## config.mk

```make
export PLATFORM = sky130hd
export DESIGN_NAME = mem_arbiter
export DESIGN_NICKNAME = d
export VERILOG_FILES = /design/src/rtl/mem_arbiter_pkg.sv /design/src/rtl/mem_arbiter_rr_picker.sv /design/src/rtl/mem_arbiter.sv
export SDC_FILE = /design/constraint.sdc
export NUM_CORES = 1
export LEC_CHECK = 0
export CORE_AREA = 2 2 169 171
export CTS_BUF_LIST = sky130_fd_sc_hd__clkbuf_2
export DETAILED_ROUTE_END_ITERATION = 16
export DIE_AREA = 0 0 171 173
export PLACE_DENSITY = 0.62
export SYNTH_ARGS = -nofsm -noshare
export SYNTH_HDL_FRONTEND = slang
export SYNTH_HIERARCHICAL = 1
export SYNTH_SLANG_ARGS = --single-unit
```

## constraint.sdc

```tcl
create_clock -name CLK -period 3 [get_ports CLK]
set_input_delay 0.6 -clock CLK [delete_from_list [all_inputs] [get_ports CLK]]
set_output_delay 0.6 -clock CLK [all_outputs]
set_load 0.01 [all_outputs]
```

## src/rtl/mem_arbiter_pkg.sv

```systemverilog
// Shared types for the two-core RAM port arbiter.
// RAM handshake states, arbiter FSM states and request kinds.
package mem_arbiter_pkg;

  typedef logic [31:0] word_t;

  typedef enum logic [1:0] {
    FREE   = 2'd0,
    BUSY   = 2'd1,
    ACCESS = 2'd2,
    ERROR  = 2'd3
  } ramstate_t;

  typedef enum logic {
    IDLE  = 1'b0,
    GRANT = 1'b1
  } arb_state_t;

  typedef enum logic [1:0] {
    IW = 2'd0,
    DR = 2'd1,
    DW = 2'd2
  } req_t;

endpackage

```

## src/rtl/mem_arbiter_rr_picker.sv

```systemverilog
// Two-core round-robin pick plus per-core request priority.
// Purely combinational; dcache write beats dcache read beats icache.
module rr_picker
  import mem_arbiter_pkg::*;
(
  input  logic [1:0] ireq,
  input  logic [1:0] drd,
  input  logic [1:0] dwr,
  input  logic       rr,
  output logic       core,
  output req_t       kind,
  output logic       valid
);

  logic [1:0] req;

  assign req   = ireq | drd | dwr;
  assign valid = |req;
  assign core  = (&req) ? rr : req[1];

  always_comb begin
    kind = IW;
    priority case (1'b1)
      dwr[core]: kind = DW;
      drd[core]: kind = DR;
      default:   kind = IW;
    endcase
  end

endmodule

```

## src/rtl/mem_arbiter.sv

```systemverilog
// Shares one RAM port between two cores' icache/dcache requests.
// One grant at a time, round-robin across cores, watchdog on hung RAM.
module mem_arbiter
  import mem_arbiter_pkg::*;
#(
  parameter int NCORE   = 2,
  parameter int TIMEOUT = 255
) (
  input  logic                   CLK,
  input  logic                   nRST,
  input  logic [NCORE-1:0]       iREN,
  input  logic [NCORE-1:0]       dREN,
  input  logic [NCORE-1:0]       dWEN,
  input  logic [NCORE-1:0][31:0] iaddr,
  input  logic [NCORE-1:0][31:0] daddr,
  input  logic [NCORE-1:0][31:0] dstore,
  output logic [NCORE-1:0]       iwait,
  output logic [NCORE-1:0]       dwait,
  output logic [NCORE-1:0][31:0] iload,
  output logic [NCORE-1:0][31:0] dload,
  output logic                   ramREN,
  output logic                   ramWEN,
  output logic [31:0]            ramaddr,
  output logic [31:0]            ramstore,
  input  logic [31:0]            ramload,
  input  logic [1:0]             ramstate,
  output logic                   err
);

  arb_state_t state, nstate;
  logic       rr, rr_n;
  logic       win_core;
  req_t       win_type;
  word_t      lat_addr, lat_store;
  logic [31:0] wdog, wdog_n;

  logic pk_core, pk_valid;
  req_t pk_type;
  logic ld, held, access, tmo, illegal;

  rr_picker u_pick (
    .ireq  (iREN),
    .drd   (dREN),
    .dwr   (dWEN),
    .rr    (rr),
    .core  (pk_core),
    .kind  (pk_type),
    .valid (pk_valid)
  );

  assign access  = (ramstate_t'(ramstate) == ACCESS);
  assign illegal = |(dREN & dWEN);

  always_comb begin
    held = 1'b0;
    case (win_type)
      IW:      held = iREN[win_core];
      DR:      held = dREN[win_core];
      DW:      held = dWEN[win_core];
      default: held = 1'b0;
    endcase
  end

  always_comb begin
    nstate   = state;
    rr_n     = rr;
    wdog_n   = wdog;
    ld       = 1'b0;
    tmo      = 1'b0;
    iwait    = '1;
    dwait    = '1;
    iload    = '0;
    dload    = '0;
    ramREN   = 1'b0;
    ramWEN   = 1'b0;
    ramaddr  = '0;
    ramstore = '0;
    case (state)
      IDLE: begin
        wdog_n = '0;
        if (pk_valid) begin
          nstate = GRANT;
          ld     = 1'b1;
        end
      end
      GRANT: begin
        ramREN   = (win_type != DW);
        ramWEN   = (win_type == DW);
        ramaddr  = lat_addr;
        ramstore = lat_store;
        if (!held) begin
          // requester gave up: quiet return, fairness untouched
          nstate = IDLE;
          wdog_n = '0;
        end else if (access) begin
          nstate = IDLE;
          rr_n   = ~win_core;
          wdog_n = '0;
          case (win_type)
            IW: begin
              iwait[win_core] = 1'b0;
              iload[win_core] = ramload;
            end
            DR: begin
              dwait[win_core] = 1'b0;
              dload[win_core] = ramload;
            end
            default: dwait[win_core] = 1'b0;
          endcase
        end else if ((TIMEOUT > 0) &&
                     (wdog + 32'd1 >= 32'(TIMEOUT))) begin
          nstate = IDLE;
          rr_n   = ~win_core;
          wdog_n = '0;
          tmo    = 1'b1;
        end else begin
          wdog_n = wdog + 32'd1;
        end
      end
      default: nstate = IDLE;
    endcase
  end

  always_ff @(posedge CLK) begin
    if (!nRST) begin
      state     <= IDLE;
      rr        <= 1'b0;
      wdog      <= '0;
      err       <= 1'b0;
      win_core  <= 1'b0;
      win_type  <= IW;
      lat_addr  <= '0;
      lat_store <= '0;
    end else begin
      state <= nstate;
      rr    <= rr_n;
      wdog  <= wdog_n;
      if (ld) begin
        win_core  <= pk_core;
        win_type  <= pk_type;
        lat_addr  <= (pk_type == IW) ? iaddr[pk_core]
                                     : daddr[pk_core];
        lat_store <= dstore[pk_core];
      end
      if (tmo || illegal)
        err <= 1'b1;
    end
  end

endmodule

```

==> summary.md, run 1 <==
| Metric | Value |
|---|---|
| Post-synth EDFFs | 0 |
| RSZ-0062 raised after global routing | yes |
| Worst-Margin Slew | 0.712 ns |
| Number of detailed-route iterations in the first pass | 4 |
| Sequential area share after synthesis | 0.311 |
| GR Overflow Total | 0 |
| CP Max Fanout | 6 |
| CP Launch Point | win_core |
| CP endpoint kind | output pin |
| Most used DFF post-synth | dfxtp_1 |
| Max Slew Vio Count | 0 |
| Startpoint Class | flip-flop |
| Root Buffer Master | clkbuf_2 |
| Tightest Hold Check Type | flip-flop to flip-flop |
| Fin. Hold Viols | 0 |
| Hold Path Depth | 2 |
| WL final | 28.2 mm |
| Final Skew | 0.0374 ns |
| MaxCap Viol Count | 0 |
| NumNets Final | 1484 |
| # IOs | 433 |
| Hold WS | 0.477 ns |
| Die X | 171 µm |
| Residual DRC count | 0 |
| Initial Util | 0.237 |
| Initial antenna violation count | 6 |
| Die footprint | 0.0296 mm² |
| Clock sinks | 102 |
| Share of the synthesized area in the top cell type | 0.311 |
| H-tree depth | 3 |
| FP Rows | 61 |
| Core area | 0.0276 mm² |
| Worst slew margin | 0.525 |
| RR Startpoint | wdog[9] |
| Crit Path Category | flip-flop to output pin |
| CTS tree | built |
| Syn Area/Cell | 8.70 µm² |
| Yosys warns | 6 |
| Number of DRC markers in iteration 0 | 230 |
| Vias in the first global route | 6900 |
| Synth area leaders | dfxtp_1, and2_1, mux4_2 |
| Die Span Y | 173 µm |
| Share of layout cells above drive strength 1 | 0.300 |
| Outcome | complete, but fails checks |
| Worst Slack Setup Final | -0.372 ns |
| Final HPWL DP | 21.1 mm |
| Routed length per instance | 17.2 µm |
| Fill count | 2674 |
| Avg Vias per Cell | 4.41 |
| FF-to-FF End | rr |
| Synthesized flop and latch total | 102 |
| Gate Count Post-Synth | 754 |
| Period utilisation layout | 1.12 |
| Dominant cell type by area after synthesis | dfxtp_1 |
| Routed Antenna Nets | 0 |
| First-pass GRT wire length | 40.5 mm |
| Fin util | 0.457 |
| Critical Path AT | 2.77 ns |
| Final Setup Violations | 131 |
| Worst Reg-to-Reg Cells | 8 |
| Hold_buf cts | 0 |
| Largest net degree at the start of global routing | 68 |
| Skew-Pair Late Insertion Delay | 0.60 ns |
| Clock buffer depth | 2 |
| Clock-pin transition on the worst setup and hold timing paths | 0.31 ns |
| Cell Area, Synth | 0.00656 mm² |
| Layout area overhead | 92.5% |
| Via count | 7218 |
| Synth unique cells | 53 |
| Synth async-reset ratio | 0 |
| Required @ worst endpoint | 2.40 ns |
| Inserted Clock Buffers | 9 |
| VDD IR-drop max | 0.000163 V |
| Port Buffer Count | 432 |
| FMAX | 297 MHz |
| Setup TNS | -36.66 ns |
| Worst reg2reg setup slack | 0.19 ns |
| Global Route Usage Sum | 0.179 |
| Pleak | 5.40 nW |
| Fin crit period | 3.37 ns |
| Critical path destination | dload[33] |
| Failing checks | negative setup slack |
| GPL Wtd Cong | 0.813 |
| Cell Pwr Density | 265 mW/mm² |
==> Yosys cell counts (all sizes together) (6+ instances only) <==
master  number
nor2        25
inv          6
nand4       12
nor3        10
xor2         6
nand2      118
o211a       32
nand3        8
buf          8
o21ai        7
mux2i       36
nand2b       7
mux4        33
and2       197
dfxtp      102
a21boi      36
clkbuf      49
==> layer usage <==
| metal | part of all wire | vias up | GRT usage |
|---|---|---|---|
| li1 | - | 3568 | - |
| met2 | 0.54 | 304 | 0.340 |
| met1 | 0.36 | 3311 | 0.184 |
| met5 | 0 | - | 0 |
| met4 | 0.033 | 0 | 0.0720 |
| met3 | 0.070 | 35 | 0.0458 |
==> worst min path at each step <==
stage	from	to	slack, ns
after floorplan	lat_addr[0]	lat_addr[0]	0.44
after global placement	lat_addr[17]	lat_addr[17]	0.45
after detailed placement	lat_addr[16]	lat_addr[16]	0.45
after CTS	nRST	state	0.37
after global routing	nRST	lat_store[31]	0.40
final	lat_addr[3]	lat_addr[3]	0.48
==> cells in the final DEF, fill, tap and decap left out, types with 3 or more instances in the layout <==
master,n
and2_4,82
nand2_1,117
xnor2_1,4
conb_1,24
clkbuf_2,9
buf_12,16
buf_6,99
a31oi_1,3
nand2b_1,7
nor2_4,5
buf_2,47
xor2_1,6
nor3_1,7
a21oi_1,4
nor2_1,20
dfxtp_1,100
diode_2,6
o211a_1,32
buf_16,8
inv_1,4
o21ai_0,7
o21a_1,3
and3_1,4
or4_1,3
and2_1,115
mux2i_1,36
nand3_1,8
mux4_2,33
buf_4,46
clkdlybuf4s50_1,299
a21boi_0,36
or3_1,4
nand4_1,10
==> state kept, by name (all words and copies together), names as in the netlist <==
register	flops
win_core	1
win_type	2
err	1
lat_store	32
state	1
lat_addr	32
rr	1
wdog	32
==> stage by stage <==
step	instances	setup WS [ns]	total power (W)	area (µm²)
finish	1637	-0.372	0.00334	12600
global route	1636	-0.542	0.00354	12600
CTS	1629	-0.480	0.00339	11900
detailed placement	1584	-0.769	0.00272	11800
global placement	1584	-0.757	0.00271	11800
floorplan	777	0.200	0.00207	6640
==> worst max-delay path, stage by stage, from the launching register on <==
cell and delay, ns:
dfxtp_2 0.41, mux4_2 0.50, inv_2 0.08, o22ai_4 0.07, and2_4 0.16, nand4b_1 0.10, buf_4 0.14, nor2_4 0.04
buf_12 0.14, buf_16 0.13, buf_12 0.12, and2_4 0.15, buf_6 0.11
==> power by group <==
part           switching, W  leakage, nW  total (W)  internal (W)
clock network      0.000503       0.0638   0.000625      0.000123
registers         0.0000604        0.849    0.00154       0.00148
logic              0.000469         4.48    0.00118      0.000713
==> logic make-up (layout without fill, tap and decap cells) <==
group | count (synthesis) | count (layout) | synth area share
xor gates and xnor gates | 10 | 10 | 0.0134
other | 1 | 30 | 0.000572
adders and majority gates | 2 | 2 | 0.00382
and+or+nand+nor | 402 | 402 | 0.332
muxes | 70 | 70 | 0.170
buffers and inverters | 63 | 539 | 0.0364
DFF | 102 | 102 | 0.311
AOI/OAI and AO/OA | 104 | 104 | 0.133
==> cell type report <==
cell class / count / area (µm²) / share of cell area
Timing Repair Buffer: 517 / 5280 / 0.418
Multi-Input combinational cell: 612 / 4690 / 0.371
Sequential cell: 102 / 2050 / 0.162
Tap cell: 378 / 473 / 0.0375
Clock inverter: 7 / 56.3 / 0.00446
Clock buffer: 9 / 45.0 / 0.00357
Inverter: 6 / 25.0 / 0.00198
Antenna cell: 6 / 15.0 / 0.00119
==> repair_timing <==
item,4_1_cts,5_1_grt
gates cloned,8,2
resized for setup,598,162
pin swaps,25,4
endpoints found under the setup margin,188,140
buffers inserted,22,4
Note: power is estimated with default switching activity, not from simulation.
==> run 2, diff against run 1 <==
Settings changed: CTS_BUF_LIST sky130_fd_sc_hd__clkbuf_2 to sky130_fd_sc_hd__clkbuf_8, SLEW_MARGIN set to 20.
==> run 2 against run 1 <==
Effect of this change: the flow still finishes with violations (negative setup slack); clock power rose by 37%; sequential share of layout area fell by 0.18 points; combinational power barely moved; cell count fell by 0.43%; hold slack got worse by 0.013 ns; critical endpoint is now iload[39].
==> summary.md, run 2 (synthesis results as in run 1) <==
| Metric | Value |
|---|---|
| Number of detailed-route iterations in the first pass | 4 (unchanged) |
| Worst slew margin | 0.519 (was 0.525) |
| Core area | 0.0276 mm² (unchanged) |
| Worst reg2reg setup slack | 0.18 ns (was 0.19 ns) |
| Routed length per instance | 17.4 µm (was 17.2 µm) |
| Cell breakdown of the critical path | clkdlybuf4s15_1, mux4_2, inv_2, o22ai_4, and2_4, nand4b_1, buf_4, nor3_4, buf_6, buf_6, buf_16, and2_1, buf_2 (was mux4_2, inv_2, o22ai_4, and2_4, nand4b_1, buf_4, nor2_4, buf_12, buf_16, buf_12, and2_4, buf_6) |
| Hold_buf cts | 0 (unchanged) |
| Worst Reg-to-Reg Cells | 8 (unchanged) |
| Largest net degree at the start of global routing | 68 (unchanged) |
| Vias in the first global route | 6843 (was 6900) |
| Fin crit period | 3.14 ns (was 3.37 ns) |
| Pleak | 5.43 nW (was 5.40 nW) |
| Die footprint | 0.0296 mm² (unchanged) |
| Met2 usage | 0.343 (was 0.340) |
| GPL Wtd Cong | 0.813 (unchanged) |
| RSZ-0062 raised after global routing | yes (unchanged) |
| CTS tree | built (unchanged) |
| Clock sinks | 102 (unchanged) |
| Share of layout cells above drive strength 1 | 0.310 (was 0.300) |
| WHS Endpoint | lat_addr[10] (was lat_addr[3]) |
| Met3 Use GR | 0.0398 (was 0.0458) |
| Final Setup Violations | 100 (was 131) |
| GR Overflow Total | 0 (unchanged) |
| Post-DP Area | 0.0118 mm² (unchanged) |
| Root Buffer Master | clkbuf_8 (was clkbuf_2) |
| CP delay by family, top | buffers and inverters (unchanged) |
| CP endpoint kind | output pin (unchanged) |
| Hold Path Depth | 2 (unchanged) |
| Die Span Y | 173 µm (unchanged) |
| CP Max Fanout | 7 (was 6) |
| Residual DRC count | 0 (unchanged) |
| Port Buffer Count | 432 (unchanged) |
| Crit Path Category | input port to output pin (was flip-flop to output pin) |
| GR peak layer | met2 (unchanged) |
| Largest registers | lat_addr: 32 flops, lat_store: 32 flops, wdog: 32 flops (unchanged) |
| Startpoint Class | input port (was flip-flop) |
| Routed Antenna Nets | 0 (unchanged) |
| Final Skew | 0.0129 ns (was 0.0374 ns) |
| Initial Util | 0.237 (unchanged) |
| CP Launch Point | dREN[0] (was win_core) |
| Fin. Hold Viols | 0 (unchanged) |
| Global Route Usage Sum | 0.180 (was 0.179) |
| Die X | 171 µm (unchanged) |
| Worst-Margin Slew | 0.720 ns (was 0.712 ns) |
| Failing checks | negative setup slack (unchanged) |
| Number of DRC markers in iteration 0 | 281 (was 230) |
| FF-to-FF End | rr (unchanged) |
| H-tree depth | 3 (unchanged) |
| Clock-pin transition on the worst setup and hold timing paths | 0.09 ns (was 0.31 ns) |
| Tightest Hold Check Type | flip-flop to flip-flop (unchanged) |
| Skew-Pair Late Insertion Delay | 0.38 ns (was 0.60 ns) |
| Period utilisation layout | 1.05 (was 1.12) |
| FP Rows | 61 (unchanged) |
| Avg Vias per Cell | 4.43 (was 4.41) |
| Cell Pwr Density | 280 mW/mm² (was 265 mW/mm²) |
| Worst Path Buf+Inv | 7 (was 6) |
| Critical Path Stages | 13 (was 12) |
| WL final | 28.4 mm (was 28.2 mm) |
| Max Slew Vio Count | 0 (unchanged) |
| NumNets Final | 1478 (was 1484) |
| Area of the multi-input gates | 0.00471 mm² (was 0.00469 mm²) |
| Clock buffer depth | 2 (unchanged) |
| Design Area, Final | 0.0128 mm² (was 0.0126 mm²) |
| Inserted Clock Buffers | 9 (unchanged) |
| Initial antenna violation count | 4 (was 6) |
| First-pass GRT wire length | 40.6 mm (was 40.5 mm) |
| Hold WS | 0.464 ns (was 0.477 ns) |
| VDD IR-drop max | 0.000200 V (was 0.000163 V) |
| FMAX | 319 MHz (was 297 MHz) |
| RR Startpoint | wdog[9] (unchanged) |
| Layout area overhead | 94.5% (was 92.5%) |
| Outcome | complete, but fails checks (unchanged) |
| Crit-path slowest cell | mux4_2 (unchanged) |
| Commonest cells after routing, fill and taps aside | clkdlybuf4s50_1, nand2_1, buf_6, and2_4, dfxtp_1 (was clkdlybuf4s50_1, nand2_1, and2_1, dfxtp_1, buf_6) |
| Final HPWL DP | 21.1 mm (unchanged) |
| # IOs | 433 (unchanged) |
| Via count | 7220 (was 7218) |
| Commonest non-fill, non-tap cell in the layout | clkdlybuf4s50_1 (unchanged) |
| Required @ worst endpoint | 2.40 ns (about the same) |
| MaxCap Viol Count | 0 (unchanged) |
| Grt met1 use | 0.187 (was 0.184) |
| Critical Path AT | 2.54 ns (was 2.77 ns) |
| Most frequent CP cell | buf_6 |
| Worst Slack Setup Final | -0.138 ns (was -0.372 ns) |
| Fill count | 2664 (was 2674) |
| Worst hold path startpoint | lat_addr[10] (was lat_addr[3]) |
| Worst path max stage delay | 0.48 ns (was 0.50 ns) |
| Reg area | 0.00204 mm² (was 0.00205 mm²) |
run 2: cell count changes in the layout (fill, tap and decap cells not counted), sizes merged:
cell	delta
diode	-1
clkbuf	+1
dlygate4sd2	+3
clkdlybuf4s15	+6
clkinv	-1
clkdlybuf4s50	-6
buf	-9
run 2: layout make-up:
class	instances	share of cell area
Tap cell	378	0.0371
Clock inverter	6	0.00412
Multi-Input combinational cell	612	0.369
Inverter	6	0.00216
Timing Repair Buffer	511	0.416
Sequential cell	102	0.160
Clock buffer	10	0.0108
Antenna cell	5	0.000981
run 2: layer usage:
| layer | routed length (µm) | part of all wire |
|---|---|---|
| met1 | 10100 | 0.36 |
| met2 | 15200 | 0.54 |
| met3 | 2090 | 0.073 |
| met4 | 981 | 0.035 |
| met5 | 0 | 0 |
run 2: metrics by stage:
step                       util  worst slack, ns  std cells  power, W  TNS, ns
after detailed placement  0.427           -0.769       1584   0.00272   -88.02
after floorplan               -            0.200        777   0.00207        0
after global placement    0.427           -0.757       1584   0.00271   -86.84
after CTS                 0.432           -0.231       1625   0.00362   -11.87
after global routing      0.462           -0.226       1628   0.00378   -17.43
final                     0.462           -0.138       1630   0.00358    -6.32
run 2: worst min-delay path: cells and delay by family (launching register included):
family / cells / cell delay, ns
AND/OR/NAND/NOR: 1 / 0.05
flip-flops: 1 / 0.32
AO/OA/AOI/OAI: 1 / 0.06
run 2: how the worst max path moves through the flow:
| stage | end | slack [ns] |
|---|---|---|
| after detailed placement | iload[18] | -0.77 |
| after floorplan | lat_addr[10] | 0.20 |
| final | iload[39] | -0.14 |
| after global routing | iload[63] | -0.23 |
| after CTS | iload[36] | -0.23 |
| after global placement | iload[4] | -0.76 |
run 2: power breakdown:
| group | internal [W] | switching (W) |
|---|---|---|
| Sequential | 0.00147 | 0.0000598 |
| Combinational | 0.000720 | 0.000472 |
| Clock | 0.000340 | 0.000516 |
| Total | 0.00253 | 0.00105 |
run 2: timing repair:
| action | CTS | global route |
|---|---|---|
| gates resized for setup | 583 | 205 |
| cloned | 9 | 2 |
| pin swaps | 22 | 9 |
| endpoints found under the setup margin | 132 | 133 |
| setup buffers | 17 | 4 |
